[config.mk]
export PLATFORM = sky130hd
export DESIGN_NAME = chunked_cla_adder
export DESIGN_NICKNAME = d
export VERILOG_FILES = /design/src/rtl/chunked_cla_adder.sv
export SDC_FILE = /design/constraint.sdc
export NUM_CORES = 1
export LEC_CHECK = 0
export ABC_AREA = 1
export CAP_MARGIN = 20
export CORE_ASPECT_RATIO = 1.75
export CORE_MARGIN = 5
export CORE_UTILIZATION = 30
export CTS_CLUSTER_SIZE = 16
export DETAILED_ROUTE_END_ITERATION = 16
export GPL_TIMING_DRIVEN = 0
export PLACE_DENSITY = 0.55
export RECOVER_POWER = 50
export SYNTH_ARGS = -nofsm -noshare
export SYNTH_HDL_FRONTEND = slang
export SYNTH_SLANG_ARGS = --single-unit
[constraint.sdc]
create_clock -name clk -period 4.4 [get_ports clk]
set_clock_uncertainty 0.1 [all_clocks]
set_input_delay 0.88 -clock clk [delete_from_list [all_inputs] [get_ports clk]]
set_output_delay 0.88 -clock clk [all_outputs]
set_load 0.01 [all_outputs]
[src/rtl/chunked_cla_adder.sv]
// Multi-cycle N-bit adder: sum = a + b + cin.
// One CHUNK-bit carry-lookahead slice is resolved per clock, least-significant
// slice first. The carry between slices is kept in a register, so the critical
// path is a single CHUNK-bit lookahead rather than a full-width one.
// Operands arrive on a valid/ready handshake and results leave on another.
module chunked_cla_adder #(
  parameter int N     = 32,
  parameter int CHUNK = 8
) (
  input  logic         clk,
  input  logic         rst_n,
  input  logic         in_valid,
  output logic         in_ready,
  input  logic [N-1:0] a,
  input  logic [N-1:0] b,
  input  logic         cin,
  output logic         out_valid,
  input  logic         out_ready,
  output logic [N-1:0] sum,
  output logic         cout,
  output logic         overflow,
  output logic         busy
);

  localparam int NC = N / CHUNK;
  localparam int IW = (NC > 1) ? $clog2(NC) : 1;

  typedef enum logic [1:0] {
    S_IDLE = 2'd0,
    S_BUSY = 2'd1,
    S_DONE = 2'd2
  } state_t;

  state_t         r_state;
  state_t         w_next_state;

  logic [N-1:0]   r_a;
  logic [N-1:0]   r_b;
  logic           r_carry;
  logic [IW-1:0]  r_idx;
  logic [N-1:0]   r_sum;
  logic           r_cout;
  logic           r_overflow;

  logic           w_accept;
  logic           w_last;
  logic [CHUNK-1:0] w_a_s;
  logic [CHUNK-1:0] w_b_s;
  logic [CHUNK-1:0] w_g;
  logic [CHUNK-1:0] w_p;
  logic [CHUNK:0]   w_carry;
  logic [CHUNK-1:0] w_slice_sum;

  // Operands are taken only on an edge where both sides agree.
  assign w_accept = in_valid & in_ready;
  assign w_last   = (r_idx == IW'(NC - 1));

  // Select the slice under work and form generate/propagate terms.
  assign w_a_s = r_a[r_idx*CHUNK +: CHUNK];
  assign w_b_s = r_b[r_idx*CHUNK +: CHUNK];
  assign w_g   = w_a_s & w_b_s;
  assign w_p   = w_a_s | w_b_s;

  // Lookahead carries: each carry is the OR of every generate term that can
  // reach it through an unbroken run of propagates, plus the incoming carry.
  always_comb begin
    logic acc;
    logic prop;
    // NOTE: every combinational output gets a default before any conditional
    // or looped assignment, so no path leaves it holding a value (no latch).
    w_carry    = '0;
    w_carry[0] = r_carry;
    for (int i = 0; i < CHUNK; i++) begin
      acc  = 1'b0;
      prop = 1'b1;
      for (int j = i; j >= 0; j--) begin
        acc  = acc | (prop & w_g[j]);
        prop = prop & w_p[j];
      end
      w_carry[i+1] = acc | (prop & r_carry);
    end
  end

  assign w_slice_sum = w_a_s ^ w_b_s ^ w_carry[CHUNK-1:0];

  // State register.
  always_ff @(posedge clk or negedge rst_n) begin
    if (!rst_n) begin
      r_state <= S_IDLE;
    end else begin
      // NOTE: clocked state uses non-blocking assignments so every register
      // samples pre-edge values regardless of statement order.
      r_state <= w_next_state;
    end
  end

  // Next-state logic.
  always_comb begin
    w_next_state = r_state;
    case (r_state)
      S_IDLE: if (in_valid) w_next_state = S_BUSY;
      S_BUSY: if (w_last)   w_next_state = S_DONE;
      S_DONE: begin
        if (out_ready) w_next_state = in_valid ? S_BUSY : S_IDLE;
      end
      default: w_next_state = S_IDLE;
    endcase
  end

  // Handshake and status outputs decoded from the state.
  always_comb begin
    in_ready  = (r_state == S_IDLE) || ((r_state == S_DONE) && out_ready);
    out_valid = (r_state == S_DONE);
    busy      = (r_state == S_BUSY);
  end

  // Operand capture and per-slice accumulation of the result.
  always_ff @(posedge clk or negedge rst_n) begin
    if (!rst_n) begin
      r_a        <= '0;
      r_b        <= '0;
      r_carry    <= 1'b0;
      r_idx      <= '0;
      r_sum      <= '0;
      r_cout     <= 1'b0;
      r_overflow <= 1'b0;
    end else if (w_accept) begin
      r_a     <= a;
      r_b     <= b;
      r_carry <= cin;
      r_idx   <= '0;
    end else if (r_state == S_BUSY) begin
      r_sum[r_idx*CHUNK +: CHUNK] <= w_slice_sum;
      r_carry                     <= w_carry[CHUNK];
      r_idx                       <= r_idx + 1'b1;
      if (w_last) begin
        // The last slice holds bit N-1, so its top sum bit is the sign.
        r_cout     <= w_carry[CHUNK];
        r_overflow <= (r_a[N-1] == r_b[N-1]) && (w_slice_sum[CHUNK-1] != r_a[N-1]);
      end
    end
  end

  assign sum      = r_sum;
  assign cout     = r_cout;
  assign overflow = r_overflow;

endmodule

### Word-level counts from Yosys, hierarchy flattened

Index checks and enable logic that the tools add are counted.

| storage, ports and cells | value |
|---|---|
| flip-flop bits (word level) | 103 |
| input bits | 69 |
| output and inout bits | 37 |
| logic and storage cells | 146 |

| operators by class | value |
|---|---|
| $add $sub $neg | 2 |
| equal/unequal tests | 8 |
| shift operators | 4 |
| muxes and demuxes | 10 |
| bitwise logic cells | 106 |
| reductions and logical operators | 8 |

Operators with widths:

| cell | number |
|---|---|
| $and A1 B1 Y1 | 65 |
| $shiftx A32 B6 Y8 | 2 |
| $or A1 B1 Y1 | 36 |
| $neg A5 Y34 | 1 |
| $shift A8 B34 Y32 const A | 1 |
| $shiftx A8 B34 Y32 | 1 |
| $bwmux W32 | 1 |
| $xor A8 B8 Y8 | 2 |
| $mux W2 | 5 |
| $and A8 B8 Y8 | 1 |
| $or A8 B8 Y8 | 1 |
| $pmux W2 S3 | 1 |
| $reduce_and A3 Y1 | 2 |
| $eq A2 B2 Y1 const B | 2 |
| $ne A2 B1 Y1 const B | 2 |
| $mux W1 | 3 |
| $add A2 B1 Y2 const B | 1 |
| $eq A2 B1 Y1 const B | 1 |
| $logic_and A1 B1 Y1 | 2 |
| $logic_not A2 Y1 | 1 |
| $ne A2 B2 Y1 const B | 1 |
| $reduce_and A2 Y1 | 1 |
| $reduce_bool A2 Y1 | 1 |
| $eq A1 B1 Y1 | 1 |
| 3 further kinds | 3 |

### Logic depth before layout (Yosys ltp)

Gate-level depths: netlist (run 1).

| depth | value |
|---|---|
| depth after elaboration | 13 |
| depth in mapped cells | 18 |
| depth with buffers taken out | 16 |

### Worst setup path before layout (run 1)

OpenSTA, ideal clock, no wires.

| timing path | value |
|---|---|
| path type | register to register |
| start point | reg r_idx[0] |
| end point | reg r_sum[13] (netlist: sum[13]) |
| setup time | 0.065 ns |
| data arrival time | 2.358 ns |
| required time | 4.235 ns |
| path slack | 1.877 ns |
| cell stages (with the launch flop) | 17 |
| buffers on the path | 2 |
| clock period less this slack | 2.523 ns |
| path through | dfrtp_1 > buf_4 > buf_1 > nand2_1 > a32oi_1 > inv_1 > ha_1 > inv_1 > nand3_1 > nand2_1 > nand2_1 > nand2_1 > xor2_1 > nand2_1 > nor2_1 > nand2_1 > nand2_1 |

| on the way | value |
|---|---|
| longest elaborated chain between the ends | 13 |
| elaborated cells on any way between the ends | 87 |
| those cells by class | 1 x add/sub; 4 x shift; 1 x mux; 81 x bitwise |

RTL lines:

| item | RTL line | source |
|---|---|---|
| start: declaration | 40 | `logic [IW-1:0] r_idx;` |
| start signal: assignment | 135 | `r_idx <= r_idx + 1'b1;` |
| $shiftx A32 B6 Y8, on equally long branches | 59, 60 |  |
| $or A8 B8 Y8 or $and A8 B8 Y8 (tied branches) | 62, 61 |  |
| $and A1 B1 Y1, on equally long branches | 77, 78 |  |
| $or A1 B1 Y1, or another cell as far along (5 in series) | 77 | `acc = acc \| (prop & w_g[j]);` |
| $or A1 B1 Y1 or $and A1 B1 Y1 (tied branches) | 77, 80 |  |
| $or A1 B1 Y1 | 80 | `w_carry[i+1] = acc \| (prop & r_carry);` |
| $xor A8 B8 Y8 | 84 | `assign w_slice_sum = w_a_s ^ w_b_s ^ w_carry[CHUNK-1:0];` |
| $shiftx A8 B34 Y32 | 133 | `r_sum[r_idx*CHUNK +: CHUNK] <= w_slice_sum;` |
| $bwmux W32 (*) | 133 |  |
| end signal: indexed assignment | 133 |  |
| end: declaration | 41 | `logic [N-1:0] r_sum;` |

Mark *: on every way between the ends. The rest lies on a longest branch, timed or not.
A chain may end at the register's enable or synchronous reset.

### Worst setup path after layout (run 1)

Ends and elaborated chain as after synthesis.

==> results of run 1 <==
-- cell usage in the layout (no fill, tap or decap), drive strengths merged, types with 2 or more instances in the layout --
master,netlist,final
ha,22,22
a32oi,16,16
nand2,329,329
inv,45,45
buf,17,15
clkbuf,9,25
o21ai,12,12
clkinv,1,3
xnor2,3,3
nand3,18,18
dfrtp,103,103
nor2,23,23
nor3,2,2
a21oi,21,21
nand4,8,8
a22o,5,5
clkdlybuf4s50,0,103
-- kinds of logic (layout without fill, tap and decap cells) --
family | Yosys count | in the layout
AND/OR/NAND/NOR | 382 | 382
flip-flops | 103 | 103
buffers and inverters | 72 | 192
AO/OA/AOI/OAI | 57 | 57
adder cells (fa/ha/maj) | 23 | 23
XOR/XNOR | 4 | 4
-- area by class of cell --
type,count,area (µm²)
Buffer,26,113.9
Clock buffer,12,236.5
Clock inverter,2,10.01
Fill cell,1830,10150
Inverter,46,172.7
Multi-Input combinational cell,466,2256
Sequential cell,103,2577
Tap cell,227,284.0
Timing Repair Buffer,106,1072
-- registers in the layout, indices dropped and copies added (netlist names) --
register / cells
r_state: 2
r_idx: 2
overflow: 1
cout: 1
r_a: 32
sum: 32
r_carry: 1
r_b: 32
-- power by group --
part	switching [mW]	internal, mW
Clock	0.336	0.376
Sequential	0.276	1.35
Combinational	1.95	1.12
-- worst max-delay path, stage by stage, from the launching register on --
cell	delay [ns]
dfrtp_1	0.40
buf_4	0.24
clkbuf_1	0.48
a21oi_1	0.13
a32oi_1	0.40
inv_1	0.09
ha_1	0.26
nor2_1	0.14
nand2_1	0.06
nand2_1	0.08
inv_1	0.04
nand2_1	0.09
xor2_1	0.35
nand2_1	0.13
nor2_1	0.18
nand2_1	0.08
nand2_1	0.06
-- metrics by stage --
step           util [%]  TNS, ns  hold slack [ns]  setup WS (ns)
2_1_floorplan         -        0           0.3491          1.877
3_3_place_gp      38.33  -174.22           0.3634         -1.699
3_5_place_dp      38.47        0           0.3660         0.9767
4_1_cts           39.93        0           0.3840         0.9616
5_1_grt           39.85        0           0.4002         0.5980
6_report          39.85        0           0.3778          1.031
-- how the worst max path moves through the flow --
stage,from,end,cells after the start
final,r_idx[0],sum[13],16
after global routing,rst_n,r_b[27],1
after CTS,r_idx[0],sum[29],16
after detailed placement,r_idx[0],sum[29],16
after global placement,rst_n,sum[20],1
after floorplan,r_idx[0],sum[13],16
-- routing by layer --
layer | track usage (%) | share of wire (%) | vias up | routed length, µm
met5 | 0 | 0 | - | 0
met4 | 8.038 | 3.3 | 0 | 485
met3 | 2.008 | 3.4 | 23 | 494
met2 | 27.74 | 54 | 102 | 7923
met1 | 17.30 | 39 | 2032 | 5782
li1 | - | - | 2251 | -
==> flow_summary_export.csv, run 1 <==
group,metric,value,unit
synthesis,yosys-top-cells-count,"nand2_1 (326), dfrtp_1 (103), inv_1 (40)",
synthesis,synthSimpleGateAreaFrac,30.24,%
grt,grt_usage,15.38,%
cts,clkTransAtPathRegs,0.07,ns
floorplanning,design.core.area,16870,µm²
synthesis,async_flop_share,100.0,%
setup_path,rr_endpoint,"sum[13]",
setup_path,reg2reg_depth,16,
synthesis,synthTopCellsByArea,"dfrtp_1 (50%), nand2_1 (24%), ha_1 (5.4%), inv_1 (2.9%), a32oi_1 (2.7%)",
setup_path,ff2ff_setup_slack,1.03,ns
setup_path,cp.required,4.59,ns
outcome,failed_checks,"max-capacitance violations, max-slew violations",
synthesis,synth_most_common_cell,"nand2_1",
cts,postCtsHoldBufs,0,
setup_path,crit_path_start_kind,"flop",
setup_path,critPathKind,"flop to flop",
placement,dp_hpwl,11.58,mm
cts,clkLatencyLatePin,0.35,ns
cts,postCtsSetupBuffers,0,
timing,tightest_slew,2.880,ns
floorplanning,initial_core_util,30.41,%
worst_hold_path,holdPathStages,2,
cts,cts_max_path_buffers,2,
worst_hold_path,hold_class,"flop to flop",
power_and_ir_drop,pwr_density_cell,803.4,nW/µm²
detailed_routing,drt_iter0_drc,183,
placement,dp_cells,974,
detailed_routing,routed-via-count,4408,
cts,numCtsBuffers,9,
placement,port-buffer-count,105,
detailed_routing,ant_nets,0,
floorplanning,num_io_pins,106,
timing,maxSlewViolCount,51,
synthesis,seq_area_frac_synth,50.24,%
setup_path,path_max_fanout,10,
timing,setup_violations,0,
grt,grt_start_max_net_pins,54,
synthesis,synth_xor_area_share,0.6829,%
run,timing.max_cap.violations,1,
detailed_routing,drc,0,
cells_and_area,areaGrowthSynthToFinish,31.05,%
cts,h-tree-depth,3,
grt,grt_pass1_vias,4514,
synthesis,synth_top_family_by_area,"simple AND/OR/NAND/NOR gates",
placement,placed_cell_area,6490,µm²
detailed_routing,drtPass1Iterations,4,
setup_path,worstSetupEndpointType,"flop",
synthesis,synth-edff-count,0,
timing,finalHoldViolations,0,
floorplanning,dieArea,19920,µm²
setup_path,r2r-start,"r_idx[0]",
grt,grt_pass1_wl,23.28,mm
worst_hold_path,min_from,"sum[23]",
synthesis,yosysTopAreaCell,"dfrtp_1",
detailed_routing,wl_per_cell,14.86,µm
synthesis,synth_cell_types,33,
timing,slew_headroom,-91.99,%
synthesis,synthCells,641,
synthesis,ys_ff_latch,103,
synthesis,synth_mux_area_share,0,%
synthesis,synth_fa_ha_area_share,5.756,%
synthesis,synth_ff_type,"dfrtp_1",
grt,antenna_found_initial,0,
detailed_routing,drt-total-wl,14.69,mm
cells_and_area,nets,850,
synthesis,synth.cell_area,5130,µm²
cells_and_area,drive_gt1_share,4.599,%
timing,max_freq,296.9,MHz
power_and_ir_drop,leakage,3.372,nW
synthesis,ys_warn_count,0,
setup_path,cp_data_arrival_time,3.56,ns
cts,cts_resized,0,
detailed_routing,vias_per_cell,4.462,
synthesis,synth_top_area_share,50.24,%
grt,overflow,0,
placement,gp_congestion,0.8738,
cells_and_area,antenna_cells,0,
floorplanning,die_x,108.9,µm
timing,timing.final.crit_share,76.56,%
timing,finalCriticalPeriod,3.369,ns
synthesis,synth_compound_area_share,7.366,%
timing,rsz0062_at_grt,"no",
cts,clock-root-buffer,"clkbuf_16",
cells_and_area,finalInstanceArea,6723,µm²
floorplanning,rows,63,
power_and_ir_drop,power.total,5.401,mW
cells_and_area,layout.cells.non_filler,988,
cts,cts.sinks,103,
worst_hold_path,worstHoldEndpoint,"sum[23]",
outcome,outcome,"finished with violations",
floorplanning,die_h,183.0,µm
synthesis,syn_nets,733,
cts,tritoncts,"done",
synthesis,synth.avg_cell_area,8.003,µm²
power_and_ir_drop,ir_drop,0.3248,mV
Power figures use the tool's default switching activity.
==> inputs of run 2 (changes only) <==
- PLACE_DENSITY: 0.55 -> 0.56
- clock period: 4.4 -> 2.9 ns (I/O delays scaled with it)
==> run 2 against run 1 <==
The flow now finishes without violations. Clock power grew 78%. Flip-flop and latch count is the same. Critical path depth grew 2. Total power grew 65%. Count of clock-buffer cells in the layout shrank 2. Fmax grew 24%.
==> flow_summary_export.csv, run 2 (synthesis gave the netlist of run 1 again) <==
group,metric,value,unit
floorplanning,initial_core_util,30.41,%
floorplanning,die_h,183.0,µm
power_and_ir_drop,pwr_density_cell,1272,nW/µm²
timing,fin_ws,0.1912,ns
setup_path,crit_slowest_cell,"dfrtp_1",
setup_path,crit_top_cell,"nand2_1",
grt,grt_pass1_wl,23.32,mm
placement,gp_congestion,0.8525,
power_and_ir_drop,leakage,3.459,nW
timing,maxSlewViolCount,0,
cts,clock-root-buffer,"clkbuf_16",
cells_and_area,final_cell_mix,"nand2_1 (322), clkdlybuf4s50_1 (103), dfrtp_1 (102)",
setup_path,cp.required,3.09,ns
cts,clkTransAtPathRegs,0.07,ns
timing,tightest_slew,1.370,ns
timing,finalCriticalPeriod,2.709,ns
detailed_routing,drt-total-wl,14.59,mm
cts,cts_max_path_buffers,2,
setup_path,max_stage_delay,0.41,ns
floorplanning,rows,63,
detailed_routing,ant_nets,0,
timing,slew_headroom,8.670,%
detailed_routing,routed-via-count,4418,
floorplanning,die_x,108.9,µm
timing,finalHoldViolations,0,
cells_and_area,layout_commonest_cell,"nand2_1",
cts,cts.sinks,103,
setup_path,cp_data_arrival_time,2.90,ns
worst_hold_path,min_from,"sum[19]",
setup_path,crit_path_start_kind,"flop",
setup_path,critPathKind,"flop to flop",
setup_path,cp_cell_sequence,"buf_6, inv_4, buf_6, nand2_1, a32oi_4, inv_1, ha_1, inv_2, nand3_1, nand2_2, nand2_1, nand2_1, nand2_2, nand2_2, nand2_1, nand2_2, nand4_1, nand2_1",
run,timing.max_cap.violations,0,
setup_path,worstSetupEndpointType,"flop",
cts,numCtsBuffers,9,
grt,overflow,0,
cts,h-tree-depth,3,
detailed_routing,drtPass1Iterations,4,
placement,dpl_worst_slack,-0.5065,ns
worst_hold_path,hold_class,"flop to flop",
detailed_routing,vias_per_cell,4.458,
cts,tritoncts,"done",
timing,rsz0062_at_grt,"no",
grt,antenna_found_initial,0,
grt,grt_usage,15.24,%
floorplanning,num_io_pins,106,
setup_path,cp-startpoint,"r_idx[0]",
floorplanning,design.core.area,16870,µm²
setup_path,path_max_fanout,10,
grt,grt_start_max_net_pins,53,
detailed_routing,wl_per_cell,14.73,µm
grt,grt_pass1_vias,4550,
timing,tns,0,ns
placement,port-buffer-count,105,
detailed_routing,drt_iter0_drc,153,
power_and_ir_drop,ir_drop,0.4236,mV
cts,clkLatencyLatePin,0.35,ns
placement,dp_hpwl,11.61,mm
timing,setup_violations,0,
timing,max_freq,369.2,MHz
floorplanning,dieArea,19920,µm²
cells_and_area,areaGrowthSynthToFinish,36.22,%
cells_and_area,nets,853,
cells_and_area,antenna_cells,0,
cells_and_area,drive_gt1_share,8.377,%
cells_and_area,final_util,41.43,%
timing,timing.final.crit_share,93.41,%
detailed_routing,drc,0,
setup_path,r2r-start,"r_idx[0]",
outcome,outcome,"finished, final reports clean",
==> run 2: changes by cell type in the layout (fill, tap and decap cells not counted), sizes merged <==
cell / before / now
clkbuf: 25 / 20
buf: 15 / 21
inv: 45 / 46
bufinv: 0 / 2
clkinvlp: 0 / 1
clkinv: 3 / 1
==> run 2: final cells by class <==
type,instances,area (µm²)
multi-input cells,466,2384
well taps,227,284.0
clock inverters,4,72.57
repair buffers,109,1092
flip-flops and latches,103,2579
clock buffers,10,229.0
plain buffers,26,172.7
fillers,1804,9881
inverters,46,175.2
==> run 2: what timing repair did <==
| item | 4_1_cts | 5_1_grt |
|---|---|---|
| hold buffers | 0 | 0 |
| gates cloned | 0 | 0 |
| pin swaps | 2 | 5 |
| buffers inserted | 1 | 2 |
| gates resized for setup | 30 | 20 |
| endpoints found under the setup margin | 29 | 17 |
==> run 2: routing by layer <==
metal / track usage [%] / wire [µm] / up-vias
li1: - / - / 2254
met1: 17.38 / 5627 / 2034
met2: 27.57 / 7870 / 102
met3: 1.726 / 580 / 28
met4: 7.685 / 516 / 0
met5: 0 / 0 / -
==> run 2: metrics by stage <==
step	cells	hold slack [ns]	total power, mW	cell area [µm²]
after floorplan	641	0.1844	5.499	5130
after global placement	973	0.3650	7.119	6465
after detailed placement	974	0.3655	7.179	6490
after CTS	989	0.1917	8.849	6932
after global routing	991	0.3965	9.660	6988
final	991	0.3774	8.887	6988
==> run 2: worst paths after layout <==
kind	cells past startpoint	end	slack [ns]
min in group asynchronous	1	r_a[7]	0.43
max in group asynchronous	1	r_idx[1]	1.35
worst min-delay path	2	sum[19]	0.38
worst min register to register	2	sum[19]	0.38
worst max-delay path	18	sum[15]	0.19
worst max register to register	18	sum[15]	0.19
==> run 2: worst max-delay path: cells and delay by family, from the launching register on <==
| kind | cells | cell delay (ns) |
|---|---|---|
| and+or+nand+nor | 11 | 1.05 |
| buffers and inverters | 5 | 0.64 |
| DFF | 1 | 0.41 |
| AOI/OAI and AO/OA | 1 | 0.23 |
| adders and majority gates | 1 | 0.21 |
==> run 2: report_power, final <==
| group | internal (mW) | leakage (nW) | switching [mW] |
|---|---|---|---|
| Clock | 0.746 | 0.144 | 0.527 |
| Sequential | 2.05 | 1.32 | 0.408 |
| Combinational | 2.03 | 2.00 | 3.13 |
